<file path="src/rtl/cpu_pkg.sv">
// Shared fetch-path types and default widths for the PC fetch unit.
package cpu_pkg;

  localparam int          CPU_ADDR_W   = 16;
  localparam int          CPU_DATA_W   = 16;
  localparam logic [15:0] CPU_RESET_PC = 16'h0000;

  typedef enum logic [1:0] {
    IDLE = 2'd0,
    WAIT = 2'd1,
    HOLD = 2'd2
  } fetch_state_t;

endpackage

</file>
<file path="src/rtl/pc_fetch_unit_if.sv">
// Fetch-unit handshake bundle: control-FSM side (master) and fetch unit (slave).
// The return-stack signals exist only when RET_STACK_EN is defined.
interface pc_fetch_unit_if #(
  parameter int ADDR_W = cpu_pkg::CPU_ADDR_W,
  parameter int DATA_W = cpu_pkg::CPU_DATA_W
);

  logic              fetch_req;
  logic              stall;
  logic              ld_en;
  logic [ADDR_W-1:0] ld_target;
  logic              bram_rd_en;
  logic [ADDR_W-1:0] bram_addr;
  logic [DATA_W-1:0] bram_rdata;
  logic [DATA_W-1:0] instr;
  logic              instr_valid;
  logic              instr_ack;
  logic [ADDR_W-1:0] pc;
`ifdef RET_STACK_EN
  logic              call_en;
  logic              ret_en;
  logic              ras_err;
`endif

  modport master (
    output fetch_req, stall, ld_en, ld_target, bram_rdata, instr_ack,
`ifdef RET_STACK_EN
    output call_en, ret_en,
    input  ras_err,
`endif
    input  bram_rd_en, bram_addr, instr, instr_valid, pc
  );

  modport slave (
    input  fetch_req, stall, ld_en, ld_target, bram_rdata, instr_ack,
`ifdef RET_STACK_EN
    input  call_en, ret_en,
    output ras_err,
`endif
    output bram_rd_en, bram_addr, instr, instr_valid, pc
  );

endinterface

</file>
<file path="src/rtl/ret_addr_stack.sv">
// Circular return-address LIFO; a push when full overwrites the oldest entry.
module ret_addr_stack #(
  parameter int DEPTH = 4,
  parameter int W     = 16
) (
  input  logic         clk,
  input  logic         reset_n,
  input  logic         i_push,
  input  logic         i_pop,
  input  logic [W-1:0] i_push_data,
  output logic [W-1:0] o_top,
  output logic         o_full,
  output logic         o_empty
);

  localparam int PTR_W = (DEPTH > 1) ? $clog2(DEPTH) : 1;

  logic [W-1:0]     r_mem [DEPTH];
  logic [PTR_W-1:0] r_ptr;
  logic [PTR_W:0]   r_cnt;
  logic [PTR_W-1:0] w_top_idx;

  // r_ptr is the next free slot; after DEPTH pushes it wraps onto the oldest entry
  assign w_top_idx = r_ptr - PTR_W'(1);
  assign o_top     = r_mem[w_top_idx];
  assign o_full    = (r_cnt == (PTR_W+1)'(DEPTH));
  assign o_empty   = (r_cnt == '0);

  // Stack storage, pointer and occupancy
  always_ff @(posedge clk or negedge reset_n) begin
    if (!reset_n) begin
      r_ptr <= '0;
      r_cnt <= '0;
      for (int i = 0; i < DEPTH; i++) begin
        r_mem[i] <= '0;
      end
    end else if (i_push) begin
      r_mem[r_ptr] <= i_push_data;
      r_ptr        <= r_ptr + PTR_W'(1);
      if (!o_full) begin
        r_cnt <= r_cnt + (PTR_W+1)'(1);
      end
    end else if (i_pop && !o_empty) begin
      r_ptr <= w_top_idx;
      r_cnt <= r_cnt - (PTR_W+1)'(1);
    end
  end

endmodule

</file>
<file path="src/rtl/pc_fetch_unit.sv">
// Program counter plus single-outstanding BRAM instruction fetch with valid/ack hand-off.
// Define RET_STACK_EN to add call/return redirects through a return-address stack.
module pc_fetch_unit
  import cpu_pkg::*;
#(
  parameter int                ADDR_W   = CPU_ADDR_W,
  parameter int                DATA_W   = CPU_DATA_W,
  parameter logic [ADDR_W-1:0] RESET_PC = ADDR_W'(CPU_RESET_PC),
  parameter int                BRAM_LAT = 1
`ifdef RET_STACK_EN
  , parameter int              RAS_DEPTH = 4
`endif
) (
  input logic            clk,
  input logic            reset_n,
  pc_fetch_unit_if.slave bus
);

  localparam int CNT_W = $clog2(BRAM_LAT + 1);

  fetch_state_t      r_state;
  logic [CNT_W-1:0]  r_cnt;
  logic [ADDR_W-1:0] r_pc;
  logic [ADDR_W-1:0] r_bram_addr;
  logic              r_bram_rd_en;
  logic [DATA_W-1:0] r_instr;
  logic              r_instr_valid;
  logic [ADDR_W-1:0] w_pc_inc;
  logic [ADDR_W-1:0] w_issue_pc;
  logic [ADDR_W-1:0] w_ack_pc;
  logic              w_issue;

  assign w_pc_inc   = r_pc + ADDR_W'(1);
  assign w_issue    = (r_state == IDLE) && bus.fetch_req && !bus.stall;
  assign w_issue_pc = bus.ld_en ? bus.ld_target : r_pc;

  assign bus.bram_rd_en  = r_bram_rd_en;
  assign bus.bram_addr   = r_bram_addr;
  assign bus.instr       = r_instr;
  assign bus.instr_valid = r_instr_valid;
  assign bus.pc          = r_pc;

`ifdef RET_STACK_EN
  logic              w_accept;
  logic              w_push;
  logic              w_pop;
  logic              w_ras_full;
  logic              w_ras_empty;
  logic [ADDR_W-1:0] w_ras_top;
  logic              r_ras_err;

  // Stack is only touched when the held instruction is accepted; ret beats call
  assign w_accept = (r_state == HOLD) && bus.instr_ack;
  assign w_pop    = w_accept && bus.ret_en;
  assign w_push   = w_accept && bus.call_en && !bus.ret_en;
  assign bus.ras_err = r_ras_err;

  ret_addr_stack #(
    .DEPTH (RAS_DEPTH),
    .W     (ADDR_W)
  ) u_ras (
    .clk         (clk),
    .reset_n     (reset_n),
    .i_push      (w_push),
    .i_pop       (w_pop),
    .i_push_data (w_pc_inc),
    .o_top       (w_ras_top),
    .o_full      (w_ras_full),
    .o_empty     (w_ras_empty)
  );

  // One-cycle error pulse on push-when-full or pop-when-empty
  always_ff @(posedge clk or negedge reset_n) begin
    if (!reset_n) begin
      r_ras_err <= 1'b0;
    end else begin
      r_ras_err <= (w_pop && w_ras_empty) || (w_push && w_ras_full);
    end
  end
`endif

  // Next PC taken when the consumer acknowledges the held instruction
  always_comb begin
    w_ack_pc = w_pc_inc;
`ifdef RET_STACK_EN
    if (bus.ret_en) begin
      w_ack_pc = w_ras_empty ? w_pc_inc : w_ras_top;
    end else if (bus.call_en || bus.ld_en) begin
      w_ack_pc = bus.ld_target;
    end else begin
      w_ack_pc = w_pc_inc;
    end
`else
    if (bus.ld_en) begin
      w_ack_pc = bus.ld_target;
    end else begin
      w_ack_pc = w_pc_inc;
    end
`endif
  end

  // Fetch FSM: issue, wait out BRAM latency, hold until acknowledged
  always_ff @(posedge clk or negedge reset_n) begin
    if (!reset_n) begin
      r_state       <= IDLE;
      r_cnt         <= '0;
      r_pc          <= RESET_PC;
      r_bram_addr   <= RESET_PC;
      r_bram_rd_en  <= 1'b0;
      r_instr       <= '0;
      r_instr_valid <= 1'b0;
    end else begin
      r_bram_rd_en <= 1'b0;
      case (r_state)
        IDLE: begin
          if (bus.ld_en) begin
            r_pc <= bus.ld_target;
          end
          if (w_issue) begin
            r_bram_rd_en <= 1'b1;
            r_bram_addr  <= w_issue_pc;
            r_cnt        <= CNT_W'(BRAM_LAT);
            r_state      <= WAIT;
          end
        end
        WAIT: begin
          // A redirect squashes the in-flight read; its late data is never captured
          if (bus.ld_en) begin
            r_pc    <= bus.ld_target;
            r_state <= IDLE;
          end else if (r_cnt == '0) begin
            r_instr       <= bus.bram_rdata;
            r_instr_valid <= 1'b1;
            r_state       <= HOLD;
          end else begin
            r_cnt <= r_cnt - CNT_W'(1);
          end
        end
        HOLD: begin
          if (bus.instr_ack) begin
            r_instr_valid <= 1'b0;
            r_pc          <= w_ack_pc;
            r_state       <= IDLE;
          end
        end
        default: begin
          r_state <= IDLE;
        end
      endcase
    end
  end

endmodule

</file>
<file path="src/flat_wrapper.sv">
// flat-port wrapper written by rule: the top's interface ports become plain ports
module pc_fetch_unit_flat import cpu_pkg::*;
#(
  parameter int                ADDR_W   = CPU_ADDR_W,
  parameter int                DATA_W   = CPU_DATA_W,
  parameter logic [ADDR_W-1:0] RESET_PC = ADDR_W'(CPU_RESET_PC),
  parameter int                BRAM_LAT = 1

)
  (clk, reset_n, bus_fetch_req, bus_stall, bus_ld_en, bus_ld_target, bus_bram_rdata, bus_instr_ack, bus_bram_rd_en, bus_bram_addr, bus_instr, bus_instr_valid, bus_pc);
  pc_fetch_unit_if #(.ADDR_W(ADDR_W), .DATA_W(DATA_W)) bus_i ();
  input logic clk;
  input logic reset_n;
  input wire logic [$bits(bus_i.fetch_req)-1:0] bus_fetch_req;
  input wire logic [$bits(bus_i.stall)-1:0] bus_stall;
  input wire logic [$bits(bus_i.ld_en)-1:0] bus_ld_en;
  input wire logic [$bits(bus_i.ld_target)-1:0] bus_ld_target;
  input wire logic [$bits(bus_i.bram_rdata)-1:0] bus_bram_rdata;
  input wire logic [$bits(bus_i.instr_ack)-1:0] bus_instr_ack;
  output wire logic [$bits(bus_i.bram_rd_en)-1:0] bus_bram_rd_en;
  output wire logic [$bits(bus_i.bram_addr)-1:0] bus_bram_addr;
  output wire logic [$bits(bus_i.instr)-1:0] bus_instr;
  output wire logic [$bits(bus_i.instr_valid)-1:0] bus_instr_valid;
  output wire logic [$bits(bus_i.pc)-1:0] bus_pc;
  assign bus_i.fetch_req = bus_fetch_req;
  assign bus_i.stall = bus_stall;
  assign bus_i.ld_en = bus_ld_en;
  assign bus_i.ld_target = bus_ld_target;
  assign bus_i.bram_rdata = bus_bram_rdata;
  assign bus_i.instr_ack = bus_instr_ack;
  assign bus_bram_rd_en = bus_i.bram_rd_en;
  assign bus_bram_addr = bus_i.bram_addr;
  assign bus_instr = bus_i.instr;
  assign bus_instr_valid = bus_i.instr_valid;
  assign bus_pc = bus_i.pc;
  pc_fetch_unit #(.ADDR_W(ADDR_W), .DATA_W(DATA_W), .RESET_PC(RESET_PC), .BRAM_LAT(BRAM_LAT)) u_core (.clk(clk), .reset_n(reset_n), .bus(bus_i));
endmodule
</file>
<file path="config.mk">
export PLATFORM = sky130hd
export DESIGN_NAME = pc_fetch_unit_flat
export DESIGN_NICKNAME = d
export VERILOG_FILES = /design/src/rtl/cpu_pkg.sv /design/src/rtl/pc_fetch_unit_if.sv /design/src/rtl/ret_addr_stack.sv /design/src/rtl/pc_fetch_unit.sv /design/src/flat_wrapper.sv
export SDC_FILE = /design/constraint.sdc
export NUM_CORES = 1
export LEC_CHECK = 0
export ABC_AREA = 1
export CAP_MARGIN = 20
export CORE_ASPECT_RATIO = 0.8
export CORE_MARGIN = 2
export CORE_UTILIZATION = 40
export DETAILED_ROUTE_END_ITERATION = 8
export PLACE_DENSITY = 0.71
export SLEW_MARGIN = 20
export SYNTH_ARGS = -nofsm -noshare
export SYNTH_HDL_FRONTEND = slang
export SYNTH_SLANG_ARGS = --single-unit
</file>
<file path="constraint.sdc">
create_clock -name clk -period 1.8 [get_ports clk]
set_clock_uncertainty 0.05 [all_clocks]
set_input_delay 0.45 -clock clk [delete_from_list [all_inputs] [get_ports clk]]
set_output_delay 0.45 -clock clk [all_outputs]
set_load 0.03 [all_outputs]
</file>
==> impl_metrics.json, run 1 <==
{
  "core_area_sq_um": 6410,
  "multiInputGateArea_sq_um": 1150,
  "clock-sinks": 53,
  "nets": 465,
  "crit_path_cell_trace": "dlygate4sd2_1",
  "synth_cells": 314,
  "drv_cap": 0,
  "drv_slew": 0,
  "synthFlopType": "dfrtp_1",
  "stdcell_count": 511,
  "io_buffers": 87,
  "path_max_fanout": 5,
  "die_x_um": 95.2,
  "worst_hold_path_type": "primary input to async pin",
  "worst_pin_slew_ns": 0.351,
  "yosys-top-cells-count": "nand2_1 (109), dfrtp_1 (53), o21ai_0 (30), inv_1 (28), nor2_1 (22)",
  "ant_nets": 0,
  "cts_tree": "done",
  "path_depth": 1,
  "place_inst": 503,
  "reg2reg_to": "u_core.bus.pc[8]$_DFFE_PN0P_",
  "start_util_pct": 41.5,
  "crit_end": "bus_pc[7]",
  "avgRoutedWirePerCell_um": 13.3,
  "whs_ns": 0.0672,
  "synth_area_leaders": "dfrtp_1 (50%), nand2_1 (15%), o21ai_0 (5.6%), mux2_4 (4.5%), inv_1 (4.0%)",
  "leakagePower_nw": 1.96,
  "synth_area_leader_cell": "dfrtp_1",
  "synth_edf_count": 0,
  "synth_area_sq_um": 2660,
  "grt_use_total_pct": 19.8,
  "ff_latch_area_sq_um": 1330,
  "ys.warnings.count": 0,
  "critical_path.startpoint": "u_core.bus.pc[7]$_DFFE_PN0P_",
  "n_fill_cell": 618,
  "setup_tns_ns": 0,
  "syn_nets": 353,
  "die_y_um": 76.9,
  "h-tree-depth": 2,
  "synth_top_area_share_pct": 49.9,
  "fmax_ghz": 0.590,
  "first_global_vias": 2370,
  "seq_area_frac_synth_pct": 49.9,
  "fin_ws_ns": 0.104,
  "critPathKind": "flip-flop to output port",
  "endpoint_kind": "output port",
  "drc_errors": 0,
  "utilization_pct": 59.5,
  "peakVddDrop_uv": 607,
  "syn-mean-instance-area_sq_um": 8.47,
  "grt_max_degree": 54,
  "cp.arrival_ns": 1.20,
  "dr.pass1.iters": 5,
  "place.gp.congestion": 0.893,
  "grt_overflow": 0,
  "post-cts-setup-buffer-count": 0,
  "reg2reg_depth": 7,
  "cpMaxStageDelayCell": "dfrtp_1",
  "synth.distinct_cells": 25,
  "synthArstFlopShare_pct": 100,
  "rrSetupSlack_ns": 0.22,
  "area_delta_synth_final_pct": 43.5,
  "pwr_density_cell_nw_per_um2": 1320,
  "dieArea_sq_um": 7320,
  "rsz0062_at_grt": "no",
  "antenna_found_initial": 0,
  "cp.buffers_inverters": 1,
  "hold_viol_final": 0,
  "dp_hpwl_um": 5210,
  "rows": 26,
  "relSlewSlack_pct": 76.6,
  "drtIter0Drc": 143,
  "clk_path_buf_depth": 2,
  "routed_wl_um": 6820,
  "num_vias": 2446,
  "path_clk_slew_ns": 0.10,
  "clockRootBuffer": "clkbuf_8",
  "path_delay_family": "flip-flops",
  "critPathLaunchType": "flip-flop",
  "min_period_over_period_pct": 94.2,
  "n_antenna_cell": 0,
  "slowest_delay_ns": 0.46,
  "outcome": "finished clean",
  "setup_viol_count_final": 0,
  "r2r_start": "u_core.bus.pc[0]$_DFFE_PN0P_",
  "yosysMostFrequentCell": "nand2_1",
  "drive_above_1_share_pct": 14.8,
  "cts_buffers": 5,
  "via_per_inst": 4.79,
  "place_ws_ns": -0.320,
  "fin_crit_ns": 1.70,
  "grt_pass1_wl_um": 11500,
  "ioPinCount": 88,
  "ys_ff_latch": 53,
  "required_ns": 1.30,
  "insertion_delay_ns": 0.30
}
[registers in the layout, indices dropped and copies added, names as in the netlist]
| signal | cells |
|---|---|
| u_core.bus.instr | 16 |
| u_core.r_cnt | 1 |
| u_core.bus.instr_valid | 1 |
| u_core.bus.pc | 16 |
| u_core.bus.bram_rd_en | 1 |
| u_core.bus.bram_addr | 16 |
| u_core.r_state | 2 |
[kinds of logic (layout without fill, tap and decap cells)]
group | after synthesis | after routing | synth area share, %
buffers and inverters | 40 | 153 | 6.78
multiplexers | 18 | 18 | 8.66
AO/OA/AOI/OAI | 45 | 45 | 8.80
AND/OR/NAND/NOR | 157 | 157 | 25.4
flip-flops | 53 | 53 | 49.9
adder cells (fa/ha/maj) | 1 | 1 | 0.471
[metal layers]
metal | global-route usage, % | vias up | routed length, um
met3 | 3.73 | 4 | 564
met5 | 0 | - | 0
met2 | 29.3 | 92 | 2970
met4 | 4.49 | 0 | 40
met1 | 30.2 | 1119 | 3240
li1 | - | 1231 | -
[cell usage in the layout, fill, tap and decap left out]
master           Yosys  layout
dfrtp_1             53      53
clkbuf_8             0       5
clkbuf_1             0       1
buf_2                6       1
nor2_4               1       1
nor2_1              22      22
a21oi_1              3       3
buf_6                2       1
o211ai_1             2       2
dlygate4sd2_1        0      50
inv_1               28      28
nand4_1              5       5
a22oi_1              1       1
dlymetal6s2s_1       0       1
nand3_4              1       1
a31oi_1              1       1
nand2_1            109     109
buf_12               0       1
ha_1                 1       1
clkinvlp_4           0       2
mux2_4               8       8
clkdlybuf4s50_1      0      35
buf_4                2      26
mux2i_1              2       2
o21ai_1              8       8
nor3_4               1       1
inv_2                2       2
o21ai_0             30      30
nand3_1             12      12
nor2_2               4       4
nand2_4              2       2
mux2_2               8       8
[stage by stage]
step	total power [W]	instance area (sq um)
2_1_floorplan	0.00347	2660
3_3_place_gp	0.00469	3780
3_5_place_dp	0.00473	3780
4_1_cts	0.00511	3810
5_1_grt	0.00540	3820
6_report	0.00505	3820
[area by class of cell]
cell class,instances,area share [%]
sequential,53,34.8
multi-input combinational,221,30.2
timing repair buffer,115,27.0
inverter,30,2.95
tap,84,2.75
clock buffer,6,1.90
clock inverter,2,0.393
[worst min path at each step]
stage | startpoint | to | slack, ns | cells after the start
6_report | reset_n | u_core.bus.bram_addr[6]$_DFFE_PN0P_ | 0.07 | 2
2_1_floorplan | reset_n | u_core.bus.bram_addr[0]$_DFFE_PN0P_ | 0.10 | 0
5_1_grt | reset_n | u_core.bus.bram_addr[6]$_DFFE_PN0P_ | 0.08 | 2
3_5_place_dp | reset_n | u_core.bus.bram_addr[6]$_DFFE_PN0P_ | 0.42 | 2
4_1_cts | reset_n | u_core.bus.instr[7]$_DFFE_PN0P_ | 0.08 | 2
3_3_place_gp | reset_n | u_core.bus.instr[7]$_DFFE_PN0P_ | 0.41 | 2
[worst reg2reg max path, stage by stage (launching register included)]
cell and delay (ns):
dfrtp_1 0.45, ha_1 0.20, nand2_1 0.08, nor2_1 0.28, nand2_1 0.14, o21ai_0 0.17
nand3_1 0.08, nand2_1 0.07
[what timing repair did]
| action | 4_1_cts | 5_1_grt |
|---|---|---|
| hold buffers | 0 | 0 |
| gates resized for setup | 50 | 2 |
| setup endpoints to repair | 50 | 12 |
[power by group]
| part | switching [W] | internal, W | total, W | leakage, nW |
|---|---|---|---|---|
| registers | 0.000272 | 0.00162 | 0.00189 | 0.648 |
| logic | 0.00154 | 0.000942 | 0.00248 | 1.27 |
| clock network | 0.000400 | 0.000275 | 0.000675 | 0.0374 |
| total | 0.00221 | 0.00283 | 0.00505 | 1.96 |
Power figures use the tool's default switching activity.
==> run 2: changes to the inputs <==
Settings changed: DONT_BUFFER_PORTS set to 1, PLACE_DENSITY 0.71 to unset, RECOVER_POWER set to 50, SLEW_MARGIN 20 to 10.
==> run 2 against run 1 <==
Global-route usage decreased by 2.2 points. Sequential share of layout area grew 10 points. First-iteration DRC count fell by 26%. Via count shrank 17%. Sequential cell count did not move. Combinational power decreased by 52%. Sequential power increased by 39%. Worst hold slack improved by 0.13 ns. Setup slack gained 0.069 ns. Core utilization is 14 points lower.
==> impl_metrics.json, run 2 (synthesis results as in run 1) <==
{
  "placed_cell_area_sq_um": 2820,
  "antenna_found_initial": 0,
  "power.internal_w": 0.00251,
  "path_max_fanout": 18,
  "utilization_pct": 45.8,
  "io_buffers": 0,
  "ioPinCount": 88,
  "ant_nets": 0,
  "relSlewSlack_pct": 51.5,
  "clockRootBuffer": "clkbuf_8",
  "grt_overflow": 0,
  "cts_buffers": 5,
  "n_fill_cell": 637,
  "reg2reg_depth": 3,
  "setup_tns_ns": 0,
  "drive_above_1_share_pct": 15.5,
  "ctsResizeCount": 0,
  "num_vias": 2038,
  "die_x_um": 95.2,
  "min_period_over_period_pct": 90.4,
  "avgRoutedWirePerCell_um": 15.4,
  "first_global_vias": 1918,
  "r2r_start": "u_core.r_state[1]$_DFFE_PN0P_",
  "min_to": "u_core.r_state[1]$_DFFE_PN0P_",
  "endpoint_kind": "flip-flop",
  "grt_use_total_pct": 17.6,
  "cp.arrival_ns": 1.78,
  "worst_hold_path_type": "primary input to flip-flop",
  "clockPowerShare_pct": 17.1,
  "clock-sinks": 53,
  "drv_cap": 0,
  "grt_max_degree": 54,
  "rrSetupSlack_ns": 0.17,
  "insertion_delay_ns": 0.30,
  "post-cts-setup-buffer-count": 0,
  "outcome": "finished clean",
  "area_delta_synth_final_pct": 10.3,
  "setup_viol_count_final": 0,
  "grt_pass1_wl_um": 9890,
  "cts_hold_buf": 2,
  "via_per_inst": 4.93,
  "worst_pin_slew_ns": 0.728,
  "layout_common_cells": "nand2_1 (109), dfrtp_1 (53), o21ai_0 (30), inv_1 (28), nor2_1 (22)",
  "rows": 26,
  "dp_hpwl_um": 4610,
  "core_area_sq_um": 6410,
  "hold_viol_final": 0,
  "peakVddDrop_uv": 479,
  "reg2reg_to": "u_core.bus.instr[1]$_DFFE_PN0P_",
  "required_ns": 1.95,
  "whs_path_depth": 1,
  "fmax_ghz": 0.615,
  "seqPwrFrac_pct": 57.1,
  "p_sw_share_pct": 45.5,
  "fin_crit_ns": 1.63,
  "final_cell_area_sq_um": 2930,
  "drc_errors": 0,
  "leakagePower_nw": 1.46,
  "clk_path_buf_depth": 2,
  "critPathLaunchType": "flip-flop",
  "n_antenna_cell": 0,
  "comb_power_share_pct": 25.8,
  "routed_wl_um": 6350,
  "cts_tree": "done",
  "final_common_cell": "nand2_1",
  "critPathKind": "flip-flop to flip-flop",
  "hold_start": "bus_instr_ack",
  "start_util_pct": 41.5,
  "drv_slew": 0,
  "path_clk_slew_ns": 0.10,
  "pwr_density_cell_nw_per_um2": 1570,
  "nets": 368,
  "dr.pass1.iters": 4,
  "dieArea_sq_um": 7320,
  "netSwitchingPower_w": 0.00209,
  "rsz0062_at_grt": "no",
  "die_y_um": 76.9,
  "h-tree-depth": 2,
  "drtIter0Drc": 106,
  "place.gp.congestion": 0.838
}
[run 2: changes by cell type in the layout (fill, tap and decap cells not counted), sizes merged]
cell           change
clkinvlp           -2
bufinv             +1
clkinv             +1
dlygate4sd2       -50
dlymetal6s2s       -1
clkdlybuf4s50     -35
dlygate4sd3        +1
buf               -13
[run 2: worst max-delay path by stage]
stage	slack (ns)	cells past startpoint	to	start
3_5_place_dp	0.30	8	u_core.bus.pc[3]$_DFFE_PN0P_	u_core.r_state[0]$_DFFE_PN0P_
3_3_place_gp	0.31	3	u_core.bus.instr[15]$_DFFE_PN0P_	u_core.r_state[1]$_DFFE_PN0P_
5_1_grt	0.06	3	u_core.bus.instr[13]$_DFFE_PN0P_	u_core.r_state[1]$_DFFE_PN0P_
2_1_floorplan	0.23	5	u_core.bus.instr[0]$_DFFE_PN0P_	bus_ld_en
6_report	0.17	3	u_core.bus.instr[1]$_DFFE_PN0P_	u_core.r_state[1]$_DFFE_PN0P_
4_1_cts	0.26	8	u_core.bus.pc[3]$_DFFE_PN0P_	u_core.r_state[0]$_DFFE_PN0P_
[run 2: metal layers]
layer / up-vias / routed length, um / global-route usage [%]
li1: 1030 / - / -
met1: 934 / 2980 / 25.4
met2: 67 / 2750 / 25.1
met3: 7 / 563 / 6.29
met4: 0 / 63 / 4.49
met5: - / 0 / 0
[run 2: power by group through the flow]
| stage | Sequential, W | Combinational (W) | Clock (W) |
|---|---|---|---|
| floorplan | 0.00274 | 0.000733 | 0 |
| global placement | 0.00266 | 0.00116 | 0 |
| detailed placement | 0.00266 | 0.00117 | 0 |
| CTS | 0.00264 | 0.00121 | 0.000807 |
| global route | 0.00270 | 0.00132 | 0.000860 |
| finish | 0.00263 | 0.00119 | 0.000786 |
[run 2: layout make-up]
class / instances / area (sq um) / share of cell area, %
repair buffers: 18 / 138 / 4.69
flip-flops and latches: 53 / 1330 / 45.2
multi-input cells: 221 / 1150 / 39.1
inverters: 30 / 113 / 3.84
clock buffers: 5 / 68.8 / 2.35
clock inverters: 2 / 35.0 / 1.19
well taps: 84 / 105 / 3.58
[run 2: critical path, stage by stage (launching register included)]
cell	delay (ns)
dfrtp_1	0.51
nor3_4	0.24
nand2_2	0.32
mux2_4	0.40
[run 2: per-stage QoR]
stage          setup slack, ns  total power [W]  std cells  hold WS, ns
4_1_cts                  0.262          0.00466        413        0.191
3_3_place_gp             0.313          0.00382        404        0.105
5_1_grt                 0.0586          0.00489        413        0.196
2_1_floorplan            0.226          0.00347        314        0.104
6_report                 0.173          0.00460        413        0.192
3_5_place_dp             0.297          0.00384        404        0.106
